<file path="src/rtl/cache_ctrl_pkg.sv">
// rtl/cache_ctrl_pkg.sv - shared types, sizes and address mapping for the cache controller
package cache_ctrl_pkg;

    localparam int MEM_BASE = 1024;
    localparam int ADDR_W   = 17;
    localparam int WORD_W   = 32;
    localparam int LINE_W   = 64;
    localparam int CNT_W    = 16;

    typedef enum logic [1:0] {
        IDLE      = 2'd0,
        READ_MISS = 2'd1,
        WRITE     = 2'd2
    } state_t;

    // Byte address to cache/SRAM word address, wrapping to ADDR_W bits.
    function automatic logic [ADDR_W-1:0] byte_to_word(input logic [31:0] byte_addr);
        return ADDR_W'((byte_addr - 32'(MEM_BASE)) >> 2);
    endfunction

endpackage

</file>
<file path="src/rtl/cache_controller_if.sv">
// rtl/cache_controller_if.sv - MEM-stage, cache and SRAM signals seen by the cache controller
interface cache_controller_if;

    logic                                mem_r_en;
    logic                                mem_w_en;
    logic [31:0]                         mem_addr;
    logic [31:0]                         mem_wdata;
    logic [31:0]                         mem_rdata;
    logic                                mem_ready;

    logic [cache_ctrl_pkg::ADDR_W-1:0]   cache_addr;
    logic                                cache_read_en;
    logic                                cache_write_en;
    logic                                cache_invalidate_en;
    logic [cache_ctrl_pkg::LINE_W-1:0]   cache_wdata;
    logic [31:0]                         cache_rdata;
    logic                                cache_hit;

    logic [cache_ctrl_pkg::ADDR_W-1:0]   sram_addr;
    logic [31:0]                         sram_wdata;
    logic                                sram_read_en;
    logic                                sram_write_en;
    logic [cache_ctrl_pkg::LINE_W-1:0]   sram_rdata;
    logic                                sram_ready;

    // master: the controller; slave: pipeline, cache and SRAM around it
    modport master (
        input  mem_r_en, mem_w_en, mem_addr, mem_wdata,
        output mem_rdata, mem_ready,
        output cache_addr, cache_read_en, cache_write_en, cache_invalidate_en, cache_wdata,
        input  cache_rdata, cache_hit,
        output sram_addr, sram_wdata, sram_read_en, sram_write_en,
        input  sram_rdata, sram_ready
    );

    modport slave (
        output mem_r_en, mem_w_en, mem_addr, mem_wdata,
        input  mem_rdata, mem_ready,
        input  cache_addr, cache_read_en, cache_write_en, cache_invalidate_en, cache_wdata,
        output cache_rdata, cache_hit,
        input  sram_addr, sram_wdata, sram_read_en, sram_write_en,
        output sram_rdata, sram_ready
    );

endinterface

</file>
<file path="src/rtl/cache_perf_counter.sv">
// rtl/cache_perf_counter.sv - 16-bit event counter that sticks at all-ones
module cache_perf_counter
    import cache_ctrl_pkg::*;
(
    input  logic             clk,
    input  logic             rst,
    input  logic             inc,
    output logic [CNT_W-1:0] count
);

    always_ff @(posedge clk or posedge rst) begin
        if (rst) begin
            count <= '0;
        end else if (inc && (count != {CNT_W{1'b1}})) begin
            count <= count + 1'b1;
        end
    end

endmodule

</file>
<file path="src/rtl/cache_controller.sv">
// rtl/cache_controller.sv - write-through, no-write-allocate sequencer between MEM stage, cache and SRAM
// Optional hit/miss statistics ports: CACHE_CTRL_STATS_EN
module cache_controller
    import cache_ctrl_pkg::*;
(
    input  logic                clk,
    input  logic                rst,
    cache_controller_if.master  bus
`ifdef CACHE_CTRL_STATS_EN
    ,
    output logic [CNT_W-1:0]    hit_count,
    output logic [CNT_W-1:0]    miss_count
`endif
);

    state_t             state_q;
    state_t             state_d;
    logic [ADDR_W-1:0]  addr_q;
    logic [WORD_W-1:0]  wdata_q;
    logic [ADDR_W-1:0]  req_word;
    logic               load_req;
    logic               load_hit;
    logic               load_miss;

    assign req_word  = byte_to_word(bus.mem_addr);
    // A simultaneous store wins, so a load only counts when no store is present.
    assign load_req  = bus.mem_r_en && !bus.mem_w_en;
    assign load_hit  = (state_q == IDLE) && load_req && bus.cache_hit;
    assign load_miss = (state_q == IDLE) && load_req && !bus.cache_hit;

    always_ff @(posedge clk or posedge rst) begin
        if (rst) begin
            state_q <= IDLE;
            addr_q  <= '0;
            wdata_q <= '0;
        end else begin
            state_q <= state_d;
            if (state_q == IDLE && bus.mem_w_en) begin
                addr_q  <= req_word;
                wdata_q <= bus.mem_wdata;
            end else if (load_miss) begin
                addr_q  <= req_word;
            end
        end
    end

    always_comb begin
        state_d = state_q;
        case (state_q)
            IDLE: begin
                if (bus.mem_w_en) begin
                    state_d = WRITE;
                end else if (load_miss) begin
                    state_d = READ_MISS;
                end
            end
            READ_MISS, WRITE: begin
                if (bus.sram_ready) begin
                    state_d = IDLE;
                end
            end
            default: state_d = IDLE;
        endcase
    end

    always_comb begin
        bus.mem_rdata           = '0;
        bus.mem_ready           = 1'b1;
        bus.cache_addr          = addr_q;
        bus.cache_read_en       = 1'b0;
        bus.cache_write_en      = 1'b0;
        bus.cache_invalidate_en = 1'b0;
        bus.cache_wdata         = bus.sram_rdata;
        bus.sram_addr           = {addr_q[ADDR_W-1:1], 1'b0};
        bus.sram_wdata          = wdata_q;
        bus.sram_read_en        = 1'b0;
        bus.sram_write_en       = 1'b0;
        case (state_q)
            IDLE: begin
                bus.cache_addr = req_word;
                bus.sram_addr  = {req_word[ADDR_W-1:1], 1'b0};
                if (bus.mem_w_en) begin
                    bus.cache_invalidate_en = 1'b1;
                    bus.mem_ready           = 1'b0;
                end else if (bus.mem_r_en) begin
                    bus.cache_read_en = 1'b1;
                    bus.mem_ready     = bus.cache_hit;
                    bus.mem_rdata     = bus.cache_rdata;
                end
            end
            READ_MISS: begin
                bus.sram_read_en   = 1'b1;
                bus.cache_write_en = bus.sram_ready;
                bus.mem_ready      = bus.sram_ready;
                bus.mem_rdata      = addr_q[0] ? bus.sram_rdata[63:32] : bus.sram_rdata[31:0];
            end
            WRITE: begin
                bus.sram_addr     = addr_q;
                bus.sram_write_en = 1'b1;
                bus.mem_ready     = bus.sram_ready;
            end
            default: begin
                bus.mem_ready = 1'b1;
            end
        endcase
    end

`ifdef CACHE_CTRL_STATS_EN
    cache_perf_counter u_hit_counter (
        .clk   (clk),
        .rst   (rst),
        .inc   (load_hit),
        .count (hit_count)
    );

    cache_perf_counter u_miss_counter (
        .clk   (clk),
        .rst   (rst),
        .inc   (load_miss),
        .count (miss_count)
    );
`endif

endmodule

</file>
<file path="src/flat_wrapper.sv">
// flat-port wrapper written by rule: the top's interface ports become plain ports
module cache_controller_flat import cache_ctrl_pkg::*;
  (clk, rst, bus_mem_r_en, bus_mem_w_en, bus_mem_addr, bus_mem_wdata, bus_mem_rdata, bus_mem_ready, bus_cache_addr, bus_cache_read_en, bus_cache_write_en, bus_cache_invalidate_en, bus_cache_wdata, bus_cache_rdata, bus_cache_hit, bus_sram_addr, bus_sram_wdata, bus_sram_read_en, bus_sram_write_en, bus_sram_rdata, bus_sram_ready);
  cache_controller_if bus_i ();
  input  logic clk;
  input  logic rst;
  input wire logic [$bits(bus_i.mem_r_en)-1:0] bus_mem_r_en;
  input wire logic [$bits(bus_i.mem_w_en)-1:0] bus_mem_w_en;
  input wire logic [$bits(bus_i.mem_addr)-1:0] bus_mem_addr;
  input wire logic [$bits(bus_i.mem_wdata)-1:0] bus_mem_wdata;
  output wire logic [$bits(bus_i.mem_rdata)-1:0] bus_mem_rdata;
  output wire logic [$bits(bus_i.mem_ready)-1:0] bus_mem_ready;
  output wire logic [$bits(bus_i.cache_addr)-1:0] bus_cache_addr;
  output wire logic [$bits(bus_i.cache_read_en)-1:0] bus_cache_read_en;
  output wire logic [$bits(bus_i.cache_write_en)-1:0] bus_cache_write_en;
  output wire logic [$bits(bus_i.cache_invalidate_en)-1:0] bus_cache_invalidate_en;
  output wire logic [$bits(bus_i.cache_wdata)-1:0] bus_cache_wdata;
  input wire logic [$bits(bus_i.cache_rdata)-1:0] bus_cache_rdata;
  input wire logic [$bits(bus_i.cache_hit)-1:0] bus_cache_hit;
  output wire logic [$bits(bus_i.sram_addr)-1:0] bus_sram_addr;
  output wire logic [$bits(bus_i.sram_wdata)-1:0] bus_sram_wdata;
  output wire logic [$bits(bus_i.sram_read_en)-1:0] bus_sram_read_en;
  output wire logic [$bits(bus_i.sram_write_en)-1:0] bus_sram_write_en;
  input wire logic [$bits(bus_i.sram_rdata)-1:0] bus_sram_rdata;
  input wire logic [$bits(bus_i.sram_ready)-1:0] bus_sram_ready;
  assign bus_i.mem_r_en = bus_mem_r_en;
  assign bus_i.mem_w_en = bus_mem_w_en;
  assign bus_i.mem_addr = bus_mem_addr;
  assign bus_i.mem_wdata = bus_mem_wdata;
  assign bus_mem_rdata = bus_i.mem_rdata;
  assign bus_mem_ready = bus_i.mem_ready;
  assign bus_cache_addr = bus_i.cache_addr;
  assign bus_cache_read_en = bus_i.cache_read_en;
  assign bus_cache_write_en = bus_i.cache_write_en;
  assign bus_cache_invalidate_en = bus_i.cache_invalidate_en;
  assign bus_cache_wdata = bus_i.cache_wdata;
  assign bus_i.cache_rdata = bus_cache_rdata;
  assign bus_i.cache_hit = bus_cache_hit;
  assign bus_sram_addr = bus_i.sram_addr;
  assign bus_sram_wdata = bus_i.sram_wdata;
  assign bus_sram_read_en = bus_i.sram_read_en;
  assign bus_sram_write_en = bus_i.sram_write_en;
  assign bus_i.sram_rdata = bus_sram_rdata;
  assign bus_i.sram_ready = bus_sram_ready;
  cache_controller u_core (.clk(clk), .rst(rst), .bus(bus_i));
endmodule
</file>
<file path="config.mk">
export PLATFORM = sky130hd
export DESIGN_NAME = cache_controller_flat
export DESIGN_NICKNAME = d
export VERILOG_FILES = /design/src/rtl/cache_ctrl_pkg.sv /design/src/rtl/cache_controller_if.sv /design/src/rtl/cache_perf_counter.sv /design/src/rtl/cache_controller.sv /design/src/flat_wrapper.sv
export SDC_FILE = /design/constraint.sdc
export NUM_CORES = 1
export LEC_CHECK = 0
export BUFFER_PORTS_ARGS = -buffer_cell sky130_fd_sc_hd__buf_2
export CORE_AREA = 2 2 131 133
export CTS_CLUSTER_DIAMETER = 60
export CTS_CLUSTER_SIZE = 20
export DETAILED_ROUTE_END_ITERATION = 7
export DIE_AREA = 0 0 133 135
export PLACE_DENSITY_LB_ADDON = 0.1
export SLEW_MARGIN = 15
export SYNTH_ARGS = -nofsm -noshare
export SYNTH_HDL_FRONTEND = slang
export SYNTH_SLANG_ARGS = --single-unit
</file>
<file path="constraint.sdc">
create_clock -name clk -period 3.6 [get_ports clk]
set_clock_uncertainty 0.1 [all_clocks]
set_input_delay 0.36 -clock clk [delete_from_list [all_inputs] [get_ports clk]]
set_output_delay 0.36 -clock clk [all_outputs]
set_load 0.1 [all_outputs]
</file>
==> metrics, run 1 <==
post-synth top area share 35.2%; post-CTS clock slew at the launch and capture registers of the worst setup and hold paths ~0.070 ns; total standard cell area after synthesis roughly 3600 um^2; synth warn 0; HPWL after detailed placement between 10 and 15 mm; Vias/cell 4.24; sequential fraction of the synthesis area approximately a third; maximum count of clock buffers along a single path 2; register-to-register path setup slack 1.34 ns; post-synth top area cell sky130_fd_sc_hd__dfrtp_1; routability-driven placement congestion ratio ~0.83; number of hold buffers added after CTS 0; Port-buffer cells approximately 320; total detailed-routing wirelength 13.3 mm; share of cells above drive strength 1 between 70% and 80%; Data arrival, critical path 2.43 ns; number of max-cap violations 0; TritonCTS clock tree done; series of cell instances along the critical path inv_1 -> ha_1 -> buf_4 -> mux2_2 -> a21o_1 -> buf_2; kind of path behind the tightest hold check input pin to asynchronous set/reset pin; highest attainable clock frequency around 350 MHz; kind of critical path register to output port; destination of the worst register-to-register timing path u_core.addr_q[12]; required time worst endpoint between 3 and 4 ns; DRC 0; Slew Limit Headroom between 30% and 40%; count of standard-cell rows 47; largest net degree at the start of global routing between 50 and 60; post-CTS setup-driven buffer insertion count 0; final net count roughly 760; wire length of the first global-routing pass between 15 and 20 mm; startpoint of the lowest-slack register-to-register path u_core.state_q[1]; starting density of the core about 22%; Post-DP Area between 5000 and 6000 um^2; post-route cell area 5640 um^2; total clock sinks between 50 and 60; total count of hold-check failures in the final report 0; number of flops mapped to enable cells by yosys 0; crit path max fanout 17; syn_area_per_cell 10.5 um^2; share of the cycle needed by the critical path after routing about four fifths; Resized cells post-CTS 0; result of the run complete, no violations; transition time at the pin with the least slew margin about 1.0 ns; antenna violations before repair 3; Seq cells post-synth between 50 and 60; CP peak stage delay 0.47 ns; top area cells in the synthesized netlist sky130_fd_sc_hd__dfrtp_1 35%, sky130_fd_sc_hd__mux2_2 26%, sky130_fd_sc_hd__buf_4 13%; leftover overflow at the end of global routing 0; CP max-delay cell sky130_fd_sc_hd__ha_1; overall via count from detail_route between 3000 and 4000; area of the multi-input gates approximately 1800 um^2; most used flip-flop cell after synthesis sky130_fd_sc_hd__dfrtp_1; top cell types by occurrence after synthesis 83 x sky130_fd_sc_hd__mux2_2, 64 x sky130_fd_sc_hd__buf_4, 51 x sky130_fd_sc_hd__dfrtp_1, 32 x sky130_fd_sc_hd__a22o_1, 15 x sky130_fd_sc_hd__nand2_1; area of the die roughly 18000 um^2; area growth from synthesis to final layout 55.4%; unrepaired setup endpoints after global routing false; sequential cell area in the final layout approximately 1300 um^2; Setup crit end kind output port; Worst-Skew Late Latency ~0.29 ns; total setup violations reported at the end of the flow 0; die boundary height 135 um; Distinct cells, synth 26; depth of the worst register-to-register path 5; number of global-route vias before repair between 3000 and 4000; htree depth 2; TritonCTS Buffers 5; synthesized netlist net count about 520; fin crit period between 2 and 3 ns; async set or reset register ratio after synthesis 100%; io pins 334; GRT Total Usage 14.0%; root buf cell sky130_fd_sc_hd__clkbuf_16; Final Core Density ~34%; floorplan die width between 100 and 150 um; Core Box Area about 16000 um^2; most common cell in the synthesized netlist sky130_fd_sc_hd__mux2_2; Fill cells ~1700; Iter 0 DRT Violations 70; remaining antenna violation count 0; max-slew violation total from the final report 0; cell count after synthesis 345; launching element type of the critical path register; first-pass iteration count of the detailed router 4; Wirelength per Cell about 16 um
-- sequential cells by signal, summed over array words and instances (netlist names) --
register and count:
u_core.state_q 2, u_core.bus.sram_wdata 32, u_core.addr_q 17
-- worst max-delay path, delay by kind of cell (launching register included) --
family	cells	cell delay, ns
mux	1	0.38
fa+ha+maj	1	0.47
flops	1	0.40
compound gates	1	0.15
buf+inv	3	0.74
-- final cells by class --
class	count	share of cell area [%]
flip-flops and latches	51	22.6
clock buffers	5	2.22
well taps	220	4.88
multi-input cells	202	31.1
clock inverters	3	0.422
diodes	2	0.0888
inverters	8	0.555
repair buffers	324	38.1
-- cell families after synthesis --
kind of cell / synth area share [%]
xor gates and xnor gates: 1.69
AOI/OAI and AO/OA: 13.9
muxes: 25.8
and+or+nand+nor: 5.17
DFF: 35.2
buffers and inverters: 16.5
adders and majority gates: 1.72
-- cells in the final DEF, fill, tap and decap left out, drive strengths merged, types with 2 or more instances in the layout --
| cell | synthesis | routed |
|---|---|---|
| o21ai | 15 | 15 |
| buf | 75 | 324 |
| diode | 0 | 2 |
| a21o | 12 | 12 |
| xnor2 | 4 | 4 |
| inv | 8 | 8 |
| clkinv | 0 | 2 |
| clkbuf | 9 | 5 |
| ha | 5 | 5 |
| and2 | 2 | 2 |
| a22o | 32 | 32 |
| nor2 | 11 | 11 |
| dfrtp | 51 | 51 |
| a21oi | 10 | 10 |
| nand2b | 3 | 3 |
| mux2 | 83 | 83 |
| nand2 | 15 | 15 |
| xor2 | 3 | 3 |
-- metrics by stage --
step | setup slack (ns) | hold WS (ns) | cells | TNS [ns]
after floorplan | -0.208 | 0.367 | 345 | -0.415
after global placement | 1.01 | 0.384 | 805 | 0
after detailed placement | 0.977 | 0.389 | 805 | 0
after CTS | 0.657 | 0.184 | 813 | 0
after global routing | 0.515 | 0.186 | 815 | 0
final | 0.708 | 0.114 | 815 | 0
-- per-layer routing --
metal  vias up  global-route usage (%)  part of all wire (%)
met5         -                       0                 0.098
met4         2                    4.06                   1.6
met3        12                    3.38                   8.0
met2       168                    26.7                    53
met1      1631                    15.4                    37
li1       1645                       -                     -
-- how the worst max path moves through the flow --
stage / cells after the start / to / start
floorplan: 7 / bus_sram_addr[10] / u_core.state_q[0]
global placement: 8 / bus_cache_addr[16] / bus_mem_addr[10]
detailed placement: 7 / bus_mem_rdata[28] / u_core.state_q[1]
CTS: 7 / bus_mem_rdata[28] / u_core.state_q[0]
global route: 7 / bus_mem_rdata[28] / u_core.state_q[0]
finish: 6 / bus_sram_addr[12] / u_core.state_q[1]
Power of run 1 is not shown: default switching activity piles up to over one toggle a cycle in this logic, so the estimate is an artifact.
==> run 2: changes to the inputs <==
clock period = 2.5 ns   (was 3.6 ns; I/O delays follow)
==> run 2 against run 1 <==
Worst hold slack got worse by 0.079 ns. Final area rose by 12%. Sequential cell count is the same. Die area unchanged. Largest cell class unchanged. Critical path depth did not move. Critical path type unchanged. Register-to-register slack worse by 0.82 ns. Critical endpoint is now bus_sram_addr[1]. Core utilization rose by 4.2 points. Wire length is 1.2% lower.
==> metrics, run 2 (synthesized netlist as in run 1, its figures left out) <==
Vias/cell 4.26 (+0.32%); highest attainable clock frequency between 400 and 500 MHz; result of the run complete, no violations; wire length of the first global-routing pass 20.0 mm (+0.69%); htree depth 2 (unchanged); io pins 334 (unchanged); remaining antenna violation count 0 (unchanged); Wirelength per Cell 16.1 um (-1.7%); worst hold margin 0.0349 ns (-0.0792 ns); final net count 768 (+0.66%); Worst-Skew Late Latency 0.29 ns (about the same); leftover overflow at the end of global routing 0 (unchanged); post-CTS clock slew at the launch and capture registers of the worst setup and hold paths 0.08 ns (about the same); number of hold buffers added after CTS 0 (unchanged); routability-driven placement congestion ratio 0.810 (-2.9%); total setup violations reported at the end of the flow 0 (unchanged); Iter 0 DRT Violations 92 (+31%); launching element type of the critical path register; count of standard-cell rows 47 (unchanged); post-route cell area 6320 um^2 (+12%); maximum count of clock buffers along a single path 2 (unchanged); commonest non-fill, non-tap cell in the layout sky130_fd_sc_hd__buf_2; floorplan die width 133 um (unchanged); Core Box Area 16400 um^2 (unchanged); Post-DP Area 6110 um^2 (+12%); number of global-route vias before repair 3682 (+3.0%); share of cells above drive strength 1 78.9% (+8.1 points); starting density of the core 22.1% (unchanged); share of the cycle needed by the critical path after routing between 90% and 100%; TritonCTS Buffers 5 (unchanged); number of flip-flops under the largest register name 32 (unchanged); DRC 0 (unchanged); area of the die 18000 um^2 (unchanged); number of max-cap violations 0 (unchanged); Port-buffer cells 318 (unchanged); total clock sinks 51 (unchanged); total detailed-routing wirelength 13.2 mm (-1.2%); Slew Limit Headroom 28.2% (-3.9 points); total count of hold-check failures in the final report 0 (unchanged); crit path max fanout 13 (-4); required time worst endpoint 2.15 ns (-0.99 ns); GRT Total Usage 14.0% (about the same); unrepaired setup endpoints after global routing true; TritonCTS clock tree done; area growth from synthesis to final layout 74.4%; HPWL after detailed placement 10.6 mm (-3.7%); leading cell types in the layout, fill and taps excluded 253 x sky130_fd_sc_hd__buf_2, 83 x sky130_fd_sc_hd__mux2_2, 66 x sky130_fd_sc_hd__buf_12; max-slew violation total from the final report 0 (unchanged); kind of path behind the tightest hold check input pin to asynchronous set/reset pin; Data arrival, critical path 2.08 ns (-0.35 ns); antenna violations before repair 0 (-3); transition time at the pin with the least slew margin 1.08 ns (+0.0593 ns); largest net degree at the start of global routing 52 (unchanged); root buf cell sky130_fd_sc_hd__clkbuf_16; die boundary height 135 um (unchanged); first-pass iteration count of the detailed router 4 (unchanged); kind of critical path register to output port; fin crit period between 2 and 2.5 ns; Setup crit end kind output port; Fill cells 1646 (-3.7%); overall via count from detail_route 3486 (+0.81%)
run 2: changes by cell type in the layout (fill, tap and decap cells not counted), moves of 6 or more:
cell	before	now
sky130_fd_sc_hd__buf_12	34	66
sky130_fd_sc_hd__buf_2	284	253
sky130_fd_sc_hd__a22o_1	32	3
sky130_fd_sc_hd__a22o_2	0	29
sky130_fd_sc_hd__a21oi_1	10	4
sky130_fd_sc_hd__o21ai_2	1	7
run 2: what timing repair did:
action,CTS,global route
setup endpoints to repair,32,41
pin swaps,1,1
cloned,0,1
buffers inserted,0,1
resized for setup,3,5
run 2: final cells by class:
cell class / instances / area (um^2) / area share [%]
diodes: 1 / 2.50 / 0.0396
clock buffers: 5 / 125 / 1.98
clock inverters: 3 / 28.8 / 0.455
inverters: 8 / 30.0 / 0.475
multi-input cells: 202 / 1900 / 30.0
flip-flops and latches: 51 / 1280 / 20.2
well taps: 220 / 275 / 4.35
repair buffers: 329 / 2690 / 42.5
run 2: worst paths after layout:
path / from / end / slack [ns] / cells after the start
max: u_core.state_q[0] / bus_sram_addr[1] / 0.07 / 6
min: rst / u_core.bus.sram_wdata[25] / 0.03 / 3
max reg2reg: u_core.state_q[0] / u_core.addr_q[12] / 0.52 / 5
min reg2reg: u_core.bus.sram_wdata[29] / u_core.bus.sram_wdata[29] / 0.40 / 1
max in group asynchronous: rst / u_core.addr_q[15] / 1.80 / 3
min in group clk: bus_mem_wdata[31] / u_core.bus.sram_wdata[31] / 0.08 / 2
run 2: critical path, cell delays in order, from the launching register on:
cell and delay (ns):
sky130_fd_sc_hd__dfrtp_1 0.42, sky130_fd_sc_hd__inv_1 0.11, sky130_fd_sc_hd__ha_2 0.20, sky130_fd_sc_hd__buf_4 0.25
sky130_fd_sc_hd__mux2_2 0.40, sky130_fd_sc_hd__a21o_1 0.17, sky130_fd_sc_hd__buf_4 0.23
run 2: through the flow:
stage	TNS (ns)	std cells	util (%)	worst slack (ns)
floorplan	-8.61	345	-	-0.391
global placement	0	808	37.3	0.271
detailed placement	0	808	37.3	0.278
CTS	0	816	38.3	0.000125
global route	-0.0549	818	38.5	-0.0163
finish	0	819	38.5	0.0687
run 2: per-layer routing:
| layer | track usage [%] | vias up | part of all wire, % | wire (um) |
|---|---|---|---|---|
| li1 | - | 1658 | - | - |
| met1 | 15.6 | 1657 | 37 | 4890 |
| met2 | 26.9 | 167 | 54 | 7160 |
| met3 | 3.68 | 4 | 8.0 | 1060 |
| met4 | 2.87 | 0 | 0.51 | 67 |
| met5 | 0 | - | 0 | 0 |
Power of run 2 is left out for the same reason.
